### config.mk
export PLATFORM = sky130hd
export DESIGN_NAME = bram_bist_fsm_flat
export DESIGN_NICKNAME = d
export VERILOG_FILES = /design/src/rtl/bram_bist_pkg.sv /design/src/rtl/bram_bist_fsm_if.sv /design/src/rtl/bram_bist_pattern.sv /design/src/rtl/bram_bist_fsm.sv /design/src/flat_wrapper.sv
export SDC_FILE = /design/constraint.sdc
export NUM_CORES = 1
export LEC_CHECK = 0
export CAP_MARGIN = 20
export CELL_PAD_IN_SITES_DETAIL_PLACEMENT = 0
export CELL_PAD_IN_SITES_GLOBAL_PLACEMENT = 1
export CORE_UTILIZATION = 53
export CTS_BUF_LIST = sky130_fd_sc_hd__clkbuf_8
export DETAILED_ROUTE_END_ITERATION = 7
export DONT_BUFFER_PORTS = 1
export HOLD_SLACK_MARGIN = 0.02
export PLACE_DENSITY_LB_ADDON = 0.1
export SYNTH_ARGS = -nofsm -noshare
export SYNTH_HDL_FRONTEND = slang
export SYNTH_HIERARCHICAL = 1
export SYNTH_SLANG_ARGS = --single-unit
### constraint.sdc
create_clock -name clk -period 6.2 [get_ports clk]
set_input_delay 1.24 -clock clk [delete_from_list [all_inputs] [get_ports clk]]
set_output_delay 1.24 -clock clk [all_outputs]
set_load 0.03 [all_outputs]
### src/rtl/bram_bist_pkg.sv
// Shared types and constants for the dual-port BRAM self-test sequencer.
package bram_bist_pkg;

  typedef enum logic [2:0] {
    IDLE = 3'd0,
    WR0  = 3'd1,
    RD0  = 3'd2,
    WR1  = 3'd3,
    RD1  = 3'd4,
    DONE = 3'd5
  } bist_state_e;

  localparam logic [1:0] MODE_ADDR = 2'd0;
  localparam logic [1:0] MODE_CHK  = 2'd1;
  localparam logic [1:0] MODE_ONES = 2'd2;
  localparam logic [1:0] MODE_WALK = 2'd3;

endpackage

### src/rtl/bram_bist_fsm_if.sv
// Dual-port BRAM bus as seen by the self-test sequencer (master) and the RAM (slave).
interface bram_bist_fsm_if #(
  parameter int DATA_WIDTH = 16,
  parameter int ADDR_WIDTH = 10
);
  logic [DATA_WIDTH-1:0] data_a, data_b;
  logic [DATA_WIDTH-1:0] q_a, q_b;
  logic [ADDR_WIDTH-1:0] addr_a, addr_b;
  logic                  we_a, we_b;

  modport master (
    output data_a, data_b, addr_a, addr_b, we_a, we_b,
    input  q_a, q_b
  );

  modport slave (
    input  data_a, data_b, addr_a, addr_b, we_a, we_b,
    output q_a, q_b
  );
endinterface

### src/rtl/bram_bist_pattern.sv
// Test pattern generator: P(addr) for the selected mode, optionally inverted.
module bram_bist_pattern
  import bram_bist_pkg::*;
#(
  parameter int DATA_WIDTH = 16,
  parameter int ADDR_WIDTH = 10
) (
  input  logic [ADDR_WIDTH-1:0] addr,
  input  logic [1:0]            mode,
  input  logic                  inv,
  output logic [DATA_WIDTH-1:0] pat
);

  logic [DATA_WIDTH-1:0] chk;

  // Even addresses get ...0101, odd addresses ...1010.
  for (genvar i = 0; i < DATA_WIDTH; i++) begin : g_chk
    assign chk[i] = addr[0] ^ ((i % 2) == 0);
  end

  always_comb begin
    pat = '0;
    case (mode)
      MODE_ADDR: pat = DATA_WIDTH'(addr);
      MODE_CHK:  pat = chk;
      MODE_ONES: pat = '1;
      MODE_WALK: pat = DATA_WIDTH'(1) << (addr % DATA_WIDTH);
      default:   pat = '0;
    endcase
    if (inv) pat = ~pat;
  end

endmodule

### src/rtl/bram_bist_fsm.sv
// Dual-port BRAM self-test: write / verify / write-inverse / verify sweep with
// port A on even and port B on odd addresses, saturating error count and first fail address.
module bram_bist_fsm
  import bram_bist_pkg::*;
#(
  parameter int DATA_WIDTH = 16,
  parameter int ADDR_WIDTH = 10,
  parameter int RD_LAT     = 1,
  parameter int ERR_WIDTH  = 8
) (
  input  logic                  clk,
  input  logic                  reset,
  input  logic                  start,
  input  logic [1:0]            mode,
  bram_bist_fsm_if.master       ram,
  output logic                  busy,
  output logic                  done,
  output logic                  pass,
  output logic [ERR_WIDTH-1:0]  err_count,
  output logic [ADDR_WIDTH-1:0] fail_addr
);

  localparam int              KW       = (ADDR_WIDTH > 1) ? ADDR_WIDTH - 1 : 1;
  localparam logic [KW-1:0]   IDX_LAST = KW'((2 ** (ADDR_WIDTH - 1)) - 1);
  localparam logic [1:0]      DRN_LAST = 2'(RD_LAT - 1);

  typedef struct packed {
    logic [KW-1:0]         idx;
    logic [DATA_WIDTH-1:0] exp_a;
    logic [DATA_WIDTH-1:0] exp_b;
  } rd_ent_t;

  bist_state_e           state, state_d;
  logic [KW-1:0]         idx, idx_d;
  logic                  drain, drain_d;
  logic [1:0]            dcnt, dcnt_d;
  logic [1:0]            mode_q;
  logic                  wr, act, inv, rd_issue;
  logic [ADDR_WIDTH-1:0] a_a, a_b;
  logic [DATA_WIDTH-1:0] pat_a, pat_b;
  logic                  pass_q;

  logic [RD_LAT:1]       vld_pipe;
  rd_ent_t               ent_pipe [1:RD_LAT];
  rd_ent_t               tail;
  logic                  mis_a, mis_b;
  logic [ERR_WIDTH:0]    err_sum;
  logic [ERR_WIDTH-1:0]  err_nxt;

  assign a_a = ADDR_WIDTH'({idx, 1'b0});
  assign a_b = ADDR_WIDTH'({idx, 1'b1});

  bram_bist_pattern #(.DATA_WIDTH(DATA_WIDTH), .ADDR_WIDTH(ADDR_WIDTH)) u_pat_a (
    .addr(a_a), .mode(mode_q), .inv(inv), .pat(pat_a)
  );
  bram_bist_pattern #(.DATA_WIDTH(DATA_WIDTH), .ADDR_WIDTH(ADDR_WIDTH)) u_pat_b (
    .addr(a_b), .mode(mode_q), .inv(inv), .pat(pat_b)
  );

  always_ff @(posedge clk) begin
    if (reset) begin
      state <= IDLE;
      idx   <= '0;
      drain <= 1'b0;
      dcnt  <= '0;
    end else begin
      state <= state_d;
      idx   <= idx_d;
      drain <= drain_d;
      dcnt  <= dcnt_d;
    end
  end

  always_comb begin
    state_d  = state;
    idx_d    = idx;
    drain_d  = drain;
    dcnt_d   = dcnt;
    wr       = 1'b0;
    act      = 1'b0;
    inv      = 1'b0;
    rd_issue = 1'b0;
    case (state)
      IDLE: if (start) begin
        state_d = WR0;
        idx_d   = '0;
      end
      WR0, WR1: begin
        wr  = 1'b1;
        act = 1'b1;
        inv = (state == WR1);
        if (idx == IDX_LAST) begin
          idx_d   = '0;
          state_d = (state == WR0) ? RD0 : RD1;
        end else begin
          idx_d = idx + 1'b1;
        end
      end
      RD0, RD1: begin
        act = 1'b1;
        inv = (state == RD1);
        if (!drain) begin
          rd_issue = 1'b1;
          if (idx == IDX_LAST) begin
            drain_d = 1'b1;
            dcnt_d  = '0;
          end else begin
            idx_d = idx + 1'b1;
          end
        // Drain: address holds while the last reads come back.
        end else if (dcnt == DRN_LAST) begin
          drain_d = 1'b0;
          idx_d   = '0;
          state_d = (state == RD0) ? WR1 : DONE;
        end else begin
          dcnt_d = dcnt + 1'b1;
        end
      end
      DONE:    state_d = IDLE;
      default: state_d = IDLE;
    endcase
  end

  assign busy       = (state != IDLE);
  assign done       = (state == DONE);
  assign ram.we_a   = wr;
  assign ram.we_b   = wr;
  assign ram.addr_a = act ? a_a : '0;
  assign ram.addr_b = act ? a_b : '0;
  assign ram.data_a = wr ? pat_a : '0;
  assign ram.data_b = wr ? pat_b : '0;

  always_ff @(posedge clk) begin
    if (reset) begin
      vld_pipe <= '0;
    end else begin
      vld_pipe[1] <= rd_issue;
      for (int i = 2; i <= RD_LAT; i++) vld_pipe[i] <= vld_pipe[i-1];
    end
  end

  always_ff @(posedge clk) begin
    ent_pipe[1] <= '{idx: idx, exp_a: pat_a, exp_b: pat_b};
    for (int i = 2; i <= RD_LAT; i++) ent_pipe[i] <= ent_pipe[i-1];
  end

  assign tail    = ent_pipe[RD_LAT];
  assign mis_a   = vld_pipe[RD_LAT] && (ram.q_a != tail.exp_a);
  assign mis_b   = vld_pipe[RD_LAT] && (ram.q_b != tail.exp_b);
  assign err_sum = {1'b0, err_count} + (ERR_WIDTH + 1)'(mis_a) + (ERR_WIDTH + 1)'(mis_b);
  assign err_nxt = err_sum[ERR_WIDTH] ? '1 : err_sum[ERR_WIDTH-1:0];

  // Count is monotonic within a test, so zero means no mismatch seen yet.
  always_ff @(posedge clk) begin
    if (reset) begin
      err_count <= '0;
      fail_addr <= '0;
      pass_q    <= 1'b0;
      mode_q    <= MODE_ADDR;
    end else if (state == IDLE && start) begin
      err_count <= '0;
      fail_addr <= '0;
      pass_q    <= 1'b0;
      mode_q    <= mode;
    end else begin
      if (mis_a || mis_b) begin
        err_count <= err_nxt;
        if (err_count == '0) fail_addr <= ADDR_WIDTH'({tail.idx, ~mis_a});
      end
      if (state == DONE) pass_q <= (err_count == '0);
    end
  end

  assign pass = done ? (err_count == '0) : pass_q;

endmodule

### src/flat_wrapper.sv
// flat-port wrapper written by rule: the top's interface ports become plain ports
module bram_bist_fsm_flat import bram_bist_pkg::*;
#(
  parameter int DATA_WIDTH = 16,
  parameter int ADDR_WIDTH = 10,
  parameter int RD_LAT     = 1,
  parameter int ERR_WIDTH  = 8
)
  (clk, reset, start, mode, busy, done, pass, err_count, fail_addr, ram_data_a, ram_data_b, ram_addr_a, ram_addr_b, ram_we_a, ram_we_b, ram_q_a, ram_q_b);
  bram_bist_fsm_if #(.DATA_WIDTH(DATA_WIDTH), .ADDR_WIDTH(ADDR_WIDTH)) ram_i ();
  input  logic clk;
  input  logic reset;
  input  logic start;
  input  logic [1:0] mode;
  output logic busy;
  output logic done;
  output logic pass;
  output logic [ERR_WIDTH-1:0] err_count;
  output logic [ADDR_WIDTH-1:0] fail_addr;
  output wire logic [$bits(ram_i.data_a)-1:0] ram_data_a;
  output wire logic [$bits(ram_i.data_b)-1:0] ram_data_b;
  output wire logic [$bits(ram_i.addr_a)-1:0] ram_addr_a;
  output wire logic [$bits(ram_i.addr_b)-1:0] ram_addr_b;
  output wire logic [$bits(ram_i.we_a)-1:0] ram_we_a;
  output wire logic [$bits(ram_i.we_b)-1:0] ram_we_b;
  input wire logic [$bits(ram_i.q_a)-1:0] ram_q_a;
  input wire logic [$bits(ram_i.q_b)-1:0] ram_q_b;
  assign ram_data_a = ram_i.data_a;
  assign ram_data_b = ram_i.data_b;
  assign ram_addr_a = ram_i.addr_a;
  assign ram_addr_b = ram_i.addr_b;
  assign ram_we_a = ram_i.we_a;
  assign ram_we_b = ram_i.we_b;
  assign ram_i.q_a = ram_q_a;
  assign ram_i.q_b = ram_q_b;
  bram_bist_fsm #(.DATA_WIDTH(DATA_WIDTH), .ADDR_WIDTH(ADDR_WIDTH), .RD_LAT(RD_LAT), .ERR_WIDTH(ERR_WIDTH)) u_core (.clk(clk), .reset(reset), .start(start), .mode(mode), .ram(ram_i), .busy(busy), .done(done), .pass(pass), .err_count(err_count), .fail_addr(fail_addr));
endmodule
==> flow_metrics.tcl <==
set metrics [dict create \
    syn_area_um2 4270 \
    clock_sinks 78 \
    layout_commonest_cell "dfxtp_1" \
    crit_chain "nand2b_1 > inv_1 > buf_4 > a21o_1 > buf_4 > xor2_1 > and2_1" \
    r2r_start "u_core/ent_pipe[1][16]" \
    final_hold_viol_count 0 \
    final_cell_mix "78 x dfxtp_1, 55 x xnor2_1, 45 x and2_1" \
    relSlewSlack_pct 30.9 \
    top_level_ports 112 \
    diodes 0 \
    finalCritPeriodShare_pct 63.1 \
    gp_congestion 0.802 \
    yosysTopAreaCell "dfxtp_1" \
    run_status "complete, no violations" \
    fin_worst_skew_ns 0.0123 \
    place_area_um2 4210 \
    seq_power_share_pct 46.2 \
    p_clk_share_pct 39.7 \
    preCtsSetupSlack_ns 2.29 \
    cap_violations 0 \
    fmaxAchievable_ghz 0.255 \
    cts.reportedPaths.clkPinSlew_ns 0.09 \
    via_count 3095 \
    yosysUniqueCellTypes 62 \
    io_buffers 0 \
    grt_max_degree 38 \
    drv_slew 0 \
    cts_root_buf "clkbuf_8" \
    r2r-end "u_core/err_count[2]" \
    crit_family "buffers and inverters" \
    synth-warning-count 6 \
    ys_async_sr_fraction_pct 0 \
    wirelength_um 9050 \
    vdd_ir_drop_max_mv 0.123 \
    hp-start "u_core/ent_pipe[1][40]" \
    tritoncts "built" \
    endpoint_kind "primary output" \
    die_w_um 91.8 \
    holdBufCountCts 0 \
    multi_input_area_um2 2460 \
    min_path_type "reg -> reg" \
    cts_max_level 3 \
    path_class "reg -> out" \
    required_ns 4.96 \
    drc_errors 0 \
    p_comb_share_pct 14.0 \
    netlist_top_cells_area "dfxtp_1 37%, xnor2_1 11%, and2_1 6.6%" \
    crit_path_frequent_cell "buf_4" \
    ys_ff_latch 78 \
    viasPerCell 5.63 \
    switchingPower_mw 0.320 \
    num_rows 32 \
    whs_ns 0.440 \
    p_int_mw 0.880 \
    grt_pass1_wl_um 14600 \
    rsz0062_at_grt "false" \
    synthFlopType "dfxtp_1" \
    final_util_pct 57.5 \
    cp.arrival_ns 2.67 \
    powerDensity_nw_per_um2 269 \
    synth_seq_area_share_pct 36.6 \
    drive_above_1_share_pct 10.5 \
    clk_latency_ns 0.35 \
    dp_hpwl_um 6450 \
    hold_depth 2 \
    fin_nets 485 \
    fin_area_um2 4460 \
    final.setup.tns_ns 0 \
    reg2reg_depth 10 \
    hold_end "u_core/fail_addr[9]" \
    switching_share_pct 26.7 \
    antenna_found_initial 0 \
    slowest_delay_ns 0.53 \
    cts_inserted_buffers 9 \
    worst_slack_ns 2.29 \
    ant_nets 0 \
    worstMarginPinSlew_ns 1.03 \
    grt.overflow.total 0 \
    period_minus_slack_ns 3.91 \
    core_area_um2 7770 \
    synth_cells 455 \
    synth_edf_count 0 \
    setup_violations 0 \
    fillers 717 \
    register_area_um2 1560 \
    startpoint_type "register" \
    area_growth_pct 4.54 \
    grt_pass1_vias 2861 \
    initial_core_util_pct 55.0 \
    path_max_fanout 37 \
    clk_path_buf_depth 2 \
    synth_top_area_share_pct 36.6 \
    critPathBufInv 3 \
    avgRoutedWirePerCell_um 16.5 \
    avgSynthCellArea_um2 9.38 \
    p_leak_nw 1.78 \
    post_cts_buffers 0 \
    dieArea_um2 8420 \
    firstDrtPassIters 4 \
    track_usage_pct 22.3 \
    fp.dieH_um 91.8 \
    critical_path.slowest_cell "dfxtp_1" \
    reg2reg_slack_ns 3.22 \
    drt_iter0_markers 163 \
    cts_resized 0 \
]
[tightest hold or removal path: stages (launching register included)]
cell and delay [ns]:
dfxtp_1 0.32, nand3_2 0.06, o21ai_2 0.04
[layer usage]
metal	GRT usage, %	up-vias	share of wire [%]
met4	7.42	0	1.1
met3	5.64	8	6.4
met5	0	-	0
met2	34.9	105	46
li1	-	1545	-
met1	29.8	1437	47
[worst max path at each step]
| stage | startpoint | end | slack (ns) | depth (start not counted) |
|---|---|---|---|---|
| 6_report | u_core/state[0] | ram_data_b[13] | 2.29 | 7 |
| 5_1_grt | u_core/state[0] | ram_data_b[7] | 2.07 | 7 |
| 4_1_cts | u_core/state[0] | ram_data_b[15] | 2.24 | 7 |
| 3_5_place_dp | ram_q_a[0] | u_core/err_count[2] | 2.29 | 10 |
| 3_3_place_gp | ram_q_a[0] | u_core/err_count[2] | 2.35 | 10 |
| 2_1_floorplan | ram_q_a[0] | u_core/err_count[2] | 2.60 | 10 |
[logic make-up (layout without fill, tap and decap cells)]
family	after synthesis	in the layout	share of synthesized area, %
compound gates	74	74	14.2
xor+xnor	73	73	15.0
fa+ha+maj	5	5	1.64
buf+inv	48	28	6.86
flops	78	78	36.6
mux	7	7	1.67
other cells	2	15	0.176
simple gates	168	168	23.9
[area by class of cell]
class	count	share of cell area, %
Sequential cell	78	35.0
Clock buffer	10	3.08
Multi-Input combinational cell	342	55.2
Inverter	9	0.757
Clock inverter	6	2.61
Tap cell	102	2.86
Timing Repair Buffer	3	0.505
[flip-flops by register name, indices dropped and copies added, names as in the netlist]
register          cells
u_core/drain          1
u_core/vld_pipe       1
u_core/ent_pipe      41
u_core/err_count      8
u_core/mode_q         2
u_core/state          3
u_core/fail_addr     10
u_core/pass_q         1
u_core/idx            9
u_core/dcnt           2
[synthesized netlist by cell type (5+ instances only)]
cell type and instances:
clkbuf_1 7, nand2b_1 5, nand3_1 12, and2_1 45, nor3b_2 5, mux2i_1 6
nand2_1 19, buf_4 14, nor3_1 7, o21ai_0 10, buf_6 6, and3_1 5
nand4_1 12, xnor2_1 55, xor2_1 18, dfxtp_1 78, o221ai_1 12, buf_2 10
a221oi_2 6, nor2_1 25, a21oi_1 13, o211ai_1 9, nand3b_1 5, inv_1 9
or3_1 5
[power by group through the flow]
stage	Clock [mW]	Combinational, mW	Sequential (mW)
2_1_floorplan	0	0.162	0.554
3_3_place_gp	0	0.167	0.566
3_5_place_dp	0	0.168	0.567
4_1_cts	0.490	0.169	0.555
5_1_grt	0.517	0.183	0.558
6_report	0.477	0.168	0.555
[per-stage QoR]
| step | power (mW) | instances |
|---|---|---|
| 6_report | 1.20 | 550 |
| 5_1_grt | 1.26 | 550 |
| 4_1_cts | 1.21 | 550 |
| 3_5_place_dp | 0.734 | 534 |
| 3_3_place_gp | 0.733 | 534 |
| 2_1_floorplan | 0.716 | 468 |
No activity file was read; power rests on OpenSTA's default activity.
